## config.mk

```make
export PLATFORM = sky130hd
export DESIGN_NAME = gbe_udp_tx_framer
export DESIGN_NICKNAME = d
export VERILOG_FILES = /design/src/rtl/gbe_udp_tx_framer.sv
export SDC_FILE = /design/constraint.sdc
export NUM_CORES = 1
export LEC_CHECK = 0
export CAP_MARGIN = 15
export CORE_ASPECT_RATIO = 0.8
export CORE_UTILIZATION = 33
export DETAILED_ROUTE_END_ITERATION = 10
export MAX_ROUTING_LAYER = met4
export PLACE_DENSITY = 0.62
export SYNTH_ARGS = -nofsm -noshare
export SYNTH_HDL_FRONTEND = slang
export SYNTH_SLANG_ARGS = --single-unit
```

## constraint.sdc

```tcl
create_clock -name app_clk -period 3.8 [get_ports app_clk]
set_input_delay 0.76 -clock app_clk [delete_from_list [all_inputs] [get_ports app_clk]]
set_output_delay 0.76 -clock app_clk [all_outputs]
set_load 0.01 [all_outputs]
```

## src/rtl/gbe_udp_tx_framer.sv

```systemverilog
// Application-side TX source for the UDP core: serialises 32-bit words MSB-first into
// bytes, frames packets with eof, throttles on afull, truncates over-length packets.
module gbe_udp_tx_framer #(
    parameter int unsigned MAX_WORDS = 256,
    parameter int unsigned CNT_WIDTH = 32
) (
    input  logic                 app_clk,
    input  logic                 app_rst_n,
    input  logic [31:0]          src_data,
    input  logic                 src_valid,
    input  logic                 src_last,
    input  logic [31:0]          src_destip,
    input  logic [15:0]          src_destport,
    output logic                 src_ready,
    output logic [7:0]           app_tx_data,
    output logic                 app_tx_dvld,
    output logic                 app_tx_eof,
    output logic [31:0]          app_tx_destip,
    output logic [15:0]          app_tx_destport,
    input  logic                 app_tx_afull,
    input  logic                 app_tx_overflow,
    input  logic                 clr,
    output logic [CNT_WIDTH-1:0] pkt_count,
    output logic [CNT_WIDTH-1:0] trunc_count,
    output logic                 overflow_seen
);

    localparam logic [15:0]          MAX_W   = 16'(MAX_WORDS);
    localparam logic [CNT_WIDTH-1:0] CNT_ONE = CNT_WIDTH'(1);
    localparam logic [CNT_WIDTH-1:0] CNT_ZERO = {CNT_WIDTH{1'b0}};

    typedef enum logic [1:0] {
        PK_FIRST = 2'd0,
        PK_BODY  = 2'd1,
        PK_DROP  = 2'd2
    } pk_state_t;

    pk_state_t   pk_state_r;
    pk_state_t   pk_state_s;

    logic [31:0] hold_data_r;
    logic        hold_last_r;
    logic [31:0] hold_destip_r;
    logic [15:0] hold_destport_r;
    logic        hold_full_r;
    logic [1:0]  hold_bidx_r;

    logic [31:0] pkt_destip_r;
    logic [15:0] pkt_destport_r;
    logic [15:0] wcnt_r;

    logic        emit_s;
    logic        word_done_s;
    logic        accept_s;
    logic        load_s;
    logic        trunc_s;
    logic [15:0] wnum_s;
    logic [31:0] dest_ip_s;
    logic [15:0] dest_port_s;

    function automatic logic [7:0] byte_sel(input logic [31:0] word, input logic [1:0] idx);
        case (idx)
            2'd0:    byte_sel = word[31:24];
            2'd1:    byte_sel = word[23:16];
            2'd2:    byte_sel = word[15:8];
            default: byte_sel = word[7:0];
        endcase
    endfunction

    assign emit_s      = hold_full_r & ~app_tx_afull;
    assign word_done_s = emit_s & (hold_bidx_r == 2'd3);
    // Words of a dropped tail are swallowed regardless of the holding register.
    assign src_ready   = (pk_state_r == PK_DROP) | ~hold_full_r | word_done_s;
    assign accept_s    = src_valid & src_ready;
    assign wnum_s      = wcnt_r + 16'd1;

    // Packet FSM next state, hold-load and truncation decode
    always_comb begin
        pk_state_s  = pk_state_r;
        load_s      = 1'b0;
        trunc_s     = 1'b0;
        dest_ip_s   = pkt_destip_r;
        dest_port_s = pkt_destport_r;
        case (pk_state_r)
            PK_FIRST, PK_BODY: begin
                if (pk_state_r == PK_FIRST) begin
                    dest_ip_s   = src_destip;
                    dest_port_s = src_destport;
                end else begin
                    dest_ip_s   = pkt_destip_r;
                    dest_port_s = pkt_destport_r;
                end
                if (accept_s) begin
                    load_s  = 1'b1;
                    trunc_s = ~src_last & (wnum_s == MAX_W);
                    if (src_last) begin
                        pk_state_s = PK_FIRST;
                    end else if (trunc_s) begin
                        pk_state_s = PK_DROP;
                    end else begin
                        pk_state_s = PK_BODY;
                    end
                end else begin
                    pk_state_s = pk_state_r;
                end
            end
            PK_DROP: begin
                if (accept_s & src_last) begin
                    pk_state_s = PK_FIRST;
                end else begin
                    pk_state_s = PK_DROP;
                end
            end
            default: begin
                pk_state_s = PK_FIRST;
            end
        endcase
    end

    // Packet FSM state register
    always_ff @(posedge app_clk or negedge app_rst_n) begin
        if (!app_rst_n) begin
            pk_state_r <= PK_FIRST;
        end else begin
            pk_state_r <= pk_state_s;
        end
    end

    // Per-packet destination latch and word counter
    always_ff @(posedge app_clk or negedge app_rst_n) begin
        if (!app_rst_n) begin
            pkt_destip_r   <= 32'd0;
            pkt_destport_r <= 16'd0;
            wcnt_r         <= 16'd0;
        end else if (load_s) begin
            pkt_destip_r   <= dest_ip_s;
            pkt_destport_r <= dest_port_s;
            wcnt_r         <= (src_last | trunc_s) ? 16'd0 : wnum_s;
        end
    end

    // Word holding register: load a new word or step the byte index on emit
    always_ff @(posedge app_clk or negedge app_rst_n) begin
        if (!app_rst_n) begin
            hold_data_r     <= 32'd0;
            hold_last_r     <= 1'b0;
            hold_destip_r   <= 32'd0;
            hold_destport_r <= 16'd0;
            hold_full_r     <= 1'b0;
            hold_bidx_r     <= 2'd0;
        end else if (load_s) begin
            hold_data_r     <= src_data;
            hold_last_r     <= src_last | trunc_s;
            hold_destip_r   <= dest_ip_s;
            hold_destport_r <= dest_port_s;
            hold_full_r     <= 1'b1;
            hold_bidx_r     <= 2'd0;
        end else if (emit_s) begin
            hold_full_r     <= (hold_bidx_r != 2'd3);
            hold_bidx_r     <= hold_bidx_r + 2'd1;
        end
    end

    // Registered byte interface towards the core; data/dest hold while idle
    always_ff @(posedge app_clk or negedge app_rst_n) begin
        if (!app_rst_n) begin
            app_tx_data     <= 8'd0;
            app_tx_dvld     <= 1'b0;
            app_tx_eof      <= 1'b0;
            app_tx_destip   <= 32'd0;
            app_tx_destport <= 16'd0;
        end else if (emit_s) begin
            app_tx_data     <= byte_sel(hold_data_r, hold_bidx_r);
            app_tx_dvld     <= 1'b1;
            app_tx_eof      <= hold_last_r & (hold_bidx_r == 2'd3);
            app_tx_destip   <= hold_destip_r;
            app_tx_destport <= hold_destport_r;
        end else begin
            app_tx_dvld     <= 1'b0;
            app_tx_eof      <= 1'b0;
        end
    end

    // Status counters and sticky overflow flag; an event in the clr cycle survives it
    always_ff @(posedge app_clk or negedge app_rst_n) begin
        if (!app_rst_n) begin
            pkt_count     <= CNT_ZERO;
            trunc_count   <= CNT_ZERO;
            overflow_seen <= 1'b0;
        end else begin
            if (app_tx_eof) begin
                pkt_count <= clr ? CNT_ONE : pkt_count + CNT_ONE;
            end else if (clr) begin
                pkt_count <= CNT_ZERO;
            end
            if (trunc_s) begin
                trunc_count <= clr ? CNT_ONE : trunc_count + CNT_ONE;
            end else if (clr) begin
                trunc_count <= CNT_ZERO;
            end
            if (app_tx_overflow) begin
                overflow_seen <= 1'b1;
            end else if (clr) begin
                overflow_seen <= 1'b0;
            end
        end
    end

endmodule
```

==> results of run 1 <==
==> kinds of logic (layout without fill, tap and decap cells) <==
group	after synthesis	in the layout	share of synthesized area
and+or+nand+nor	500	500	0.227
DFF	225	225	0.562
AOI/OAI and AO/OA	127	127	0.0797
buffers and inverters	67	284	0.0281
muxes	53	53	0.0590
xor gates and xnor gates	38	38	0.0332
adders and majority gates	9	9	0.0112
other	0	1	0
==> state kept, by name, summed over array words and instances (netlist names) <==
name	flops
app_tx_data	8
app_tx_destip	32
app_tx_destport	16
app_tx_dvld	1
app_tx_eof	1
hold_bidx_r	2
hold_data_r	32
hold_destip_r	32
hold_destport_r	16
hold_full_r	1
hold_last_r	1
overflow_seen	1
pk_state_r	2
pkt_count	32
trunc_count	32
wcnt_r	16
==> power by group <==
group / switching (mW) / internal [mW] / total [mW]
Clock: 0.955 / 1.54 / 2.50
Sequential: 0.435 / 3.15 / 3.59
Combinational: 1.20 / 1.21 / 2.41
==> stage by stage <==
stage | power [mW] | instance area (um^2)
3_5_place_dp | 6.07 | 12600
3_3_place_gp | 6.00 | 12600
4_1_cts | 8.63 | 13400
6_report | 8.49 | 13400
2_1_floorplan | 4.91 | 10000
5_1_grt | 9.05 | 13400
==> final timing paths <==
path	endpoint	slack [ns]	depth (start not counted)
max	trunc_count[30]$_DFFE_PN0P_	0.23	8
min reg2reg	app_tx_destip[8]$_DFFE_PN0P_	0.46	2
max in group asynchronous	hold_destport_r[12]$_DFFE_PN0P_	2.68	2
min in group app_clk	app_tx_destip[8]$_DFFE_PN0P_	0.46	2
max reg2reg	trunc_count[30]$_DFFE_PN0P_	0.23	8
min	trunc_count[8]$_DFFE_PN0P_	0.21	1
==> area by class of cell <==
class	instances	area (um^2)
repair buffers	227	2270
flip-flops and latches	225	5630
multi-input cells	727	4130
inverters	14	52.6
clock inverters	4	97.6
well taps	406	508
diodes	1	2.50
fillers	2804	16100
clock buffers	39	748
==> layer usage <==
layer | routed length (um) | part of all wire
met5 | 0 | 0
met4 | 504 | 0.020
met3 | 2050 | 0.079
met2 | 11000 | 0.43
met1 | 12300 | 0.47
==> cells in the final DEF, fill, tap and decap left out, drive strengths merged, types with 2 or more instances in the layout <==
| cell | n |
|---|---|
| o21a | 2 |
| o31a | 3 |
| clkdlybuf4s50 | 208 |
| and3 | 8 |
| or4 | 15 |
| nor3 | 8 |
| nand2 | 294 |
| a31o | 3 |
| nand2b | 3 |
| o21ai | 36 |
| nor2b | 5 |
| mux2 | 49 |
| inv | 14 |
| nand4 | 19 |
| o31ai | 13 |
| dfrtp | 225 |
| buf | 19 |
| ha | 9 |
| bufinv | 3 |
| nand3 | 35 |
| nand3b | 3 |
| a21oi | 42 |
| xnor2 | 16 |
| mux2i | 4 |
| or2 | 5 |
| a21o | 5 |
| nor2 | 59 |
| clkbuf | 39 |
| nor4 | 12 |
| a222oi | 8 |
| a211oi | 2 |
| or3 | 18 |
| a22o | 6 |
| xor2 | 22 |
| and4 | 10 |
==> critical path, stage by stage (launching register included) <==
cell and delay (ns):
dfrtp_1 0.49, ha_1 0.34, or3b_2 0.46, o31a_1 0.11
o32ai_1 0.51, nand2_1 0.11, or4_4 0.72, or4_1 0.57
a21oi_1 0.15
==> out/qor.csv, run 1 <==
metric;value;unit
hold_class;input pin to async pin;
p_leak;5.83;nW
ctsLongestPathBuffers;3;
cts_resized;0;
dp.cells;1599;
post-place-ws;0.195;ns
grt_busiest_layer;met2;
cts-root-buf;clkbuf_16;
placementRows;56;
hold_violations;0;
synth_area_leader_cell;dfrtp_1;
fp.coreArea;29600;um^2
max_cap_viol_count;0;
post_cts_buffers;0;
syn_inst;1019;
drc;0;
worstPathArrival;4.00;ns
synthFlopType;dfrtp_1;
hold_ws;0.205;ns
h-tree-depth;1;
ys_seq_area_frac;0.562;
grt_pass1_vias;8003;
drtPass1Iterations;6;
gr-usage-met2;0.252;
yosysMostFrequentCell;nand2_1;
wl_per_cell;15.7;um
io_buffers;210;
finalNonFillerCells;1643;
overflow;0;
antenna_found_initial;1;
cp-start-kind;flop;
antenna_left;0;
drt-total-wl;25.8;mm
gp_congestion;0.849;
ctsHoldBuffers;0;
setup_viol;0;
cp_max_fo;42;
cts_tree;yes;
dp_hpwl;17.0;mm
clock_skew;0.0143;ns
synth_fp_nets;1115;
cp-startpoint;wcnt_r[0]$_DFFE_PN0P_;
clkSinkCount;225;
die_y;158;um
yosysWarnings;0;
clkLatencyLatePin;0.52;ns
drive_gt1_frac;0.0979;
peakVddDrop;0.367;mV
required;4.23;ns
setup_tns;0;ns
layout_setup_ws;0.232;ns
grtUsageMet1;0.238;
initial_core_util;0.339;
nets;1315;
synth.top_cells.by_area;dfrtp_1, nand2_1, mux2_2;
vias;8142;
met3_usage;0.0450;
dieArea;31100;um^2
worstReg2RegStart;wcnt_r[0]$_DFFE_PN0P_;
ys_ff_latch;225;
rsz0062_at_grt;false;
fin_util;0.454;
grt_usage;0.172;
worstSetupPathType;flop to flop;
synth_top_area_frac;0.562;
cts_made_buffers;24;
die_w;197;um
relSlewSlack;0.442;
syn_area;10000;um^2
dr.first_iter.drc_count;561;
num_io_pins;211;
synth_common_cells;nand2_1, dfrtp_1, nor2_1;
clk_pin_slew_worst_paths;0.06;ns
async_flop_share;1.00;
max_freq;0.280;GHz
grt_pass1_wl;42.1;mm
fin_crit;3.57;ns
syn_area_per_cell;9.84;um^2
grt_max_degree;89;
end_kind;flop;
area_growth;34.0;%
finalMaxSlewViolations;0;
routed_via_density;4.96;
synth_cell_types;55;
synth_edf_count;0;
status;finished clean;
fin_crit_sh;0.939;
worstMarginPinSlew;0.837;ns
power_density;632;nW/um^2
No activity file was read; power rests on OpenSTA's default activity.
==> inputs of run 2 (changes only) <==
Settings changed: ABC_AREA set to 1, PLACE_DENSITY 0.62 to 0.61.
==> run 2 against run 1 <==
Effect of this change: final cell count is 21% higher; combinational power rose by 15%; synthesized area increased by 9.2%; clock-buffer cell count fell by 6; critical path type is now input pin to output port.
==> out/qor.csv, run 2 <==
metric;value;unit;change
status;finished clean;;unchanged
post_cts_buffers;0;;unchanged
hold_violations;0;;unchanged
rsz0062_at_grt;false;;unchanged
cts_tree;yes;;unchanged
reg2reg_to;trunc_count[14]$_DFFE_PN0P_;;was trunc_count[30]$_DFFE_PN0P_
max_cap_viol_count;0;;unchanged
gp_congestion;0.930;;was 0.849
grt_usage;0.181;;was 0.172
top_layer;met4;;unchanged
area_growth;31.8;%;was 34.0%
register_area;5630;um^2;unchanged
end_kind;output port;;was flop
drc;0;;unchanged
post-place-ws;0.626;ns;was 0.195 ns
cpPeakStageDelay;0.52;ns;was 0.72 ns
synth_cell_types;43;;was 55
power.share.switching;0.328;;was 0.304
wl_met1;13.9;mm;was 12.3 mm
vias;9556;;was 8,142
fin_crit_sh;0.770;;was 0.939
routed_via_density;4.82;;was 4.96
nets;1632;;was 1,315
cts_resized;0;;unchanged
slowest_stage;clkdlybuf4s50_1;;was or4_4
antenna_found_initial;1;;unchanged
required;3.04;ns;was 4.23 ns
clock_power_share;0.291;;was 0.294
fin_crit;2.93;ns;was 3.57 ns
worstSetupPathType;input pin to output port;;was flop to flop
die_y;165;um;was 158 um
ctsLongestPathBuffers;3;;unchanged
grt_max_degree;101;;was 89
wl_per_cell;14.9;um;was 15.7 um
combPwrFrac;0.308;;was 0.283
io_buffers;210;;unchanged
cp-start-kind;input pin;;was flop
drtPass1Iterations;5;;was 6
intPower;6.06;mW;was 5.91 mW
setup_viol;0;;unchanged
dieArea;33900;um^2;was 31,100 um^2
worstPathArrival;2.17;ns;was 4.00 ns
setup_tns;0;ns;unchanged
async_flop_share;1.00;;unchanged
grt_pass1_vias;9150;;was 8,003
worstMarginPinSlew;0.838;ns;was 0.837 ns
ys_ff_latch;225;;unchanged
max_freq;0.342;GHz;was 0.280 GHz
multiInputGateArea;4610;um^2;was 4130 um^2
critPathBufInv;3;;was 0
clock_skew;0.0282;ns;was 0.0143 ns
power_density;625;nW/um^2;was 632 nW/um^2
cp_max_fo;3;;was 42
r2r_cells;12;;was 8
layout_setup_ws;0.873;ns;was 0.232 ns
antenna_left;0;;unchanged
syn_area_per_cell;8.24;um^2;was 9.84 um^2
worst-r2r-setup-slack;1.07;ns;was 0.23 ns
die_w;206;um;was 197 um
syn_area;11000;um^2;was 10,000 um^2
seq_power_share;0.401;;was 0.422
cp_cell_sequence;clkdlybuf4s50_1, nor2_4, nand2_1, nand2_1, nor2_1, inv_1, clkdlybuf4s50_1;;was ha_1, or3b_2, o31a_1, o32ai_1, nand2_1, or4_4, or4_1, a21oi_1
initial_core_util;0.336;;was 0.339
synth_area_leader_cell;dfrtp_1;;unchanged
synth.top_cells.by_area;dfrtp_1, nand2_1, inv_1;;was dfrtp_1, nand2_1, mux2_2
overflow;0;;unchanged
fp.coreArea;32600;um^2;was 29,600 um^2
grt_pass1_wl;47.9;mm;was 42.1 mm
peakVddDrop;0.443;mV;was 0.367 mV
hold_class;input pin to async pin;;unchanged
p_switching;2.95;mW;was 2.59 mW
clkSinkCount;225;;unchanged
synth_fp_nets;1425;;was 1,115
synth_edf_count;0;;unchanged
clk_pin_slew_worst_paths;0.06;ns;about the same
synthFlopType;dfrtp_1;;unchanged
num_io_pins;211;;unchanged
yosysWarnings;0;;unchanged
syn_inst;1329;;was 1,019
drive_gt1_frac;0.0920;;was 0.0979
layout_commonest_cell;nand2_1;;unchanged
dr.first_iter.drc_count;666;;was 561
ys_seq_area_frac;0.514;;was 0.562
critPathTopFamily;buffers and inverters;;was simple AND/OR/NAND/NOR gates
synth_common_cells;nand2_1, dfrtp_1, inv_1;;was nand2_1, dfrtp_1, nor2_1
cts-root-buf;clkbuf_16;;unchanged
dp_hpwl;20.6;mm;was 17.0 mm
clkLatencyLatePin;0.54;ns;was 0.52 ns
layout_common_cells;nand2_1, dfrtp_1, clkdlybuf4s50_1;;unchanged
fillerInstances;3195;;was 2,804
yosysMostFrequentCell;nand2_1;;unchanged
drt-total-wl;29.5;mm;was 25.8 mm
ctsHoldBuffers;0;;unchanged
dr_wl_met3;2.80;mm;was 2.05 mm
relSlewSlack;0.442;;about the same
h-tree-depth;1;;unchanged
finalMaxSlewViolations;0;;unchanged
p_leak;6.50;nW;was 5.83 nW
cts_made_buffers;26;;was 24
placementRows;59;;was 56
dr_wl_met2;12.2;mm;was 11.0 mm
synth_top_area_frac;0.514;;was 0.562
worstReg2RegStart;wcnt_r[0]$_DFFE_PN0P_;;unchanged
==> run 2: changes by cell type after synthesis, moves of 22 or more <==
cell / change
nand2_1: +132
mux2_2: -22
nand3_1: +27
inv_1: +112
nor2_1: +51
nand4_1: +22
nor3_1: +22
==> run 2: worst max-delay path by stage <==
| stage | slack, ns | from | end | cells past startpoint |
|---|---|---|---|---|
| global route | 0.70 | pk_state_r[1]$_DFFE_PN0P_ | src_ready | 5 |
| floorplan | 1.64 | app_tx_afull | hold_destip_r[12]$_DFFE_PN0P_ | 11 |
| CTS | 0.84 | app_tx_afull | src_ready | 7 |
| detailed placement | 0.63 | app_tx_afull | trunc_count[14]$_DFFE_PN0P_ | 11 |
| global placement | 0.70 | app_tx_afull | trunc_count[10]$_DFFE_PN0P_ | 11 |
| finish | 0.87 | app_tx_afull | src_ready | 7 |
==> run 2: cell type report <==
cell class | instances | share of cell area
diodes | 1 | 0.000173
clock inverters | 14 | 0.0136
repair buffers | 227 | 0.157
well taps | 427 | 0.0370
inverters | 128 | 0.0333
flip-flops and latches | 225 | 0.390
clock buffers | 33 | 0.0490
multi-input cells | 928 | 0.319
==> run 2: cell families (layout without fill, tap and decap cells) <==
family | Yosys count | after routing | synth area share
adder cells (fa/ha/maj) | 9 | 9 | 0.0103
flip-flops | 225 | 225 | 0.514
other | 0 | 1 | 0
buffers and inverters | 176 | 402 | 0.0652
XOR/XNOR | 21 | 21 | 0.0168
AND/OR/NAND/NOR | 727 | 727 | 0.293
multiplexers | 30 | 30 | 0.0315
AO/OA/AOI/OAI | 141 | 141 | 0.0686
==> run 2: metal layers <==
metal	track usage	up-vias
li1	-	4694
met1	0.253	4498
met2	0.255	326
met3	0.0562	38
met4	0.0414	0
met5	-	-
==> run 2: power by group through the flow <==
stage | clock [mW] | sequential, mW | combinational [mW]
floorplan | 0 | 3.70 | 1.50
global placement | 0 | 3.63 | 2.75
detailed placement | 0 | 3.64 | 2.81
CTS | 2.72 | 3.62 | 2.82
global route | 2.80 | 3.72 | 3.11
finish | 2.63 | 3.62 | 2.77
==> run 2: per-stage QoR <==
stage               utilization  hold slack, ns  total power [mW]  area, um^2  std cells
global route              0.443           0.355              9.63       14400       1983
floorplan                     -           0.443              5.20       11000       1329
CTS                       0.443           0.309              9.15       14400       1982
finish                    0.443           0.267              9.01       14400       1983
global placement          0.415           0.451              6.38       13500       1935
detailed placement        0.415           0.456              6.45       13500       1935
==> inputs of run 3 (changes only) <==
Settings changed: PLACE_DENSITY 0.61 to 0.63.
Clock period 3.8 ns to 2.6 ns, I/O delays scaled along.
==> run 3 against run 2 <==
Effect of this change: hold slack better by 0.18 ns; via count up 0.27%; worst setup slack worse by 0.58 ns; first-iteration DRC count down 19%; final area up 1.3%; clock-buffer cell count up 10; global-route usage about the same; largest cell class unchanged; critical path type is now flop to flop.
==> out/qor.csv, run 3 (synthesis results as in run 2) <==
metric;value;unit;change
status;finished clean;;unchanged
worstMarginPinSlew;0.503;ns;was 0.838 ns
worstReg2RegStart;wcnt_r[0]$_DFFE_PN0P_;;unchanged
grt_busiest_layer;met2;;unchanged
max_cap_viol_count;0;;unchanged
gr-usage-met2;0.262;;was 0.255
die_y;165;um;unchanged
cts-root-buf;clkbuf_16;;unchanged
initial_core_util;0.336;;unchanged
cts_made_buffers;26;;unchanged
cp-start-kind;flop;;was input pin
relSlewSlack;0.664;;was 0.442
grt_max_degree;69;;was 101
clk_pin_slew_worst_paths;0.06;ns;about the same
layout_setup_ws;0.290;ns;was 0.873 ns
drc;0;;unchanged
fillerInstances;3207;;was 3,195
total_power;13.2;mW;was 9.01 mW
clkLatencyLatePin;0.56;ns;was 0.54 ns
rsz0062_at_grt;false;;unchanged
end_kind;flop;;was output port
fp.coreArea;32600;um^2;unchanged
max_freq;0.433;GHz;
placementRows;59;;unchanged
die_w;206;um;unchanged
p_leak;6.61;nW;was 6.50 nW
num_io_pins;211;;unchanged
io_buffers;210;;unchanged
required;3.03;ns;was 3.04 ns
dp_hpwl;21.3;mm;was 20.6 mm
fin_crit_sh;0.888;;
drtPass1Iterations;7;;was 5
fin_crit;2.31;ns;
setup_tns;0;ns;unchanged
wl_per_cell;14.8;um;was 14.9 um
hold_class;input pin to async pin;;unchanged
hold_violations;0;;unchanged
dr.first_iter.drc_count;540;;was 666
multiInputGateArea;4610;um^2;about the same
vias;9582;;was 9,556
cp-startpoint;wcnt_r[0]$_DFFE_PN0P_;;was app_tx_afull
h-tree-depth;1;;unchanged
grtUsageMet1;0.251;;was 0.253
finalMaxSlewViolations;0;;unchanged
drt-total-wl;29.6;mm;was 29.5 mm
layout_common_cells;nand2_1, dfrtp_1, clkdlybuf4s50_1;;unchanged
worstPathArrival;2.74;ns;was 2.17 ns
antenna_found_initial;0;;was 1
nets;1647;;was 1,632
power_density;906;nW/um^2;was 625 nW/um^2
peakVddDrop;0.732;mV;was 0.443 mV
routed_via_density;4.80;;was 4.82
post-place-ws;0.0384;ns;was 0.626 ns
antenna_left;0;;unchanged
area_growth;33.4;%;was 31.8%
clock_skew;0.0239;ns;was 0.0282 ns
setup_viol;0;;unchanged
drive_gt1_frac;0.0987;;was 0.0920
grt_pass1_vias;9240;;was 9,150
cp_max_fo;6;;was 3
layout_commonest_cell;nand2_1;;unchanged
clkSinkCount;225;;unchanged
cts_tree;yes;;unchanged
dieArea;33900;um^2;unchanged
gp_congestion;0.951;;was 0.930
overflow;0;;unchanged
ctsLongestPathBuffers;3;;unchanged
register_area;5630;um^2;unchanged
grt_usage;0.182;;was 0.181
met3_usage;0.0468;;was 0.0562
grt_pass1_wl;47.9;mm;about the same
worstSetupPathType;flop to flop;;was input pin to output port
diodes;0;;was 1
-- run 3: cell count changes in the layout (fill, tap and decap cells not counted), sizes merged --
cell | before | now
buf | 18 | 32
clkbuf | 33 | 43
clkinv | 7 | 3
clkinvlp | 3 | 0
bufinv | 4 | 2
clkdlybuf4s50 | 209 | 208
diode | 1 | 0
dlygate4sd3 | 0 | 1
dlymetal6s2s | 0 | 1
-- run 3: path summary, 6_finish.rpt --
| path | end | slack [ns] | cells past startpoint |
|---|---|---|---|
| hold reg to reg | app_tx_destip[5]$_DFFE_PN0P_ | 0.47 | 2 |
| setup reg to reg | trunc_count[13]$_DFFE_PN0P_ | 0.29 | 13 |
| hold / removal | trunc_count[3]$_DFFE_PN0P_ | 0.45 | 2 |
| setup / recovery | trunc_count[13]$_DFFE_PN0P_ | 0.29 | 13 |
| max in group asynchronous | hold_destport_r[10]$_DFFE_PN0P_ | 1.34 | 3 |
| min in group app_clk | app_tx_destip[5]$_DFFE_PN0P_ | 0.47 | 2 |
-- run 3: cell type report --
cell class,instances,share of cell area
clock buffers,43,0.0537
clock inverters,5,0.00711
inverters,128,0.0329
multi-input cells,928,0.316
flip-flops and latches,225,0.385
well taps,427,0.0366
repair buffers,242,0.169
-- run 3: timing repair --
action                                  4_1_cts  5_1_grt
endpoints found under the hold margin        26        0
setup buffers                                 1        0
hold buffers                                  1        0
endpoints found under the setup margin        1        8
gates resized for setup                       1        3
-- run 3: power by group --
part,internal (mW),total [mW],switching [mW],leakage [nW]
logic,1.95,4.17,2.23,3.32
registers,4.66,5.31,0.650,2.86
clock network,2.26,3.76,1.50,0.431
total,8.87,13.2,4.38,6.61
-- run 3: stage by stage --
| step | util | area [um^2] | hold WS [ns] | std cells |
|---|---|---|---|---|
| floorplan | - | 11000 | 0.224 | 1329 |
| global placement | 0.421 | 13700 | 0.410 | 1948 |
| detailed placement | 0.421 | 13700 | 0.410 | 1948 |
| CTS | 0.449 | 14600 | 0.430 | 1998 |
| global route | 0.449 | 14600 | 0.464 | 1998 |
| finish | 0.449 | 14600 | 0.449 | 1998 |
-- run 3: metal layers --
layer / up-vias / part of all wire
met5: - / 0
met4: 0 / 0.023
met3: 41 / 0.085
met2: 320 / 0.42
met1: 4498 / 0.47
li1: 4723 / -
-- run 3: worst max-delay path, stage by stage (launching register included) --
cell     delay (ns)
dfrtp_1        0.45
ha_1           0.26
or2_1          0.24
nand2_1        0.08
nand2_1        0.07
inv_1          0.05
nand2_1        0.09
nor2_2         0.15
nand3_1        0.13
nor2_4         0.18
buf_4          0.18
nand4_1        0.13
nor2_1         0.12
nor2_1         0.05
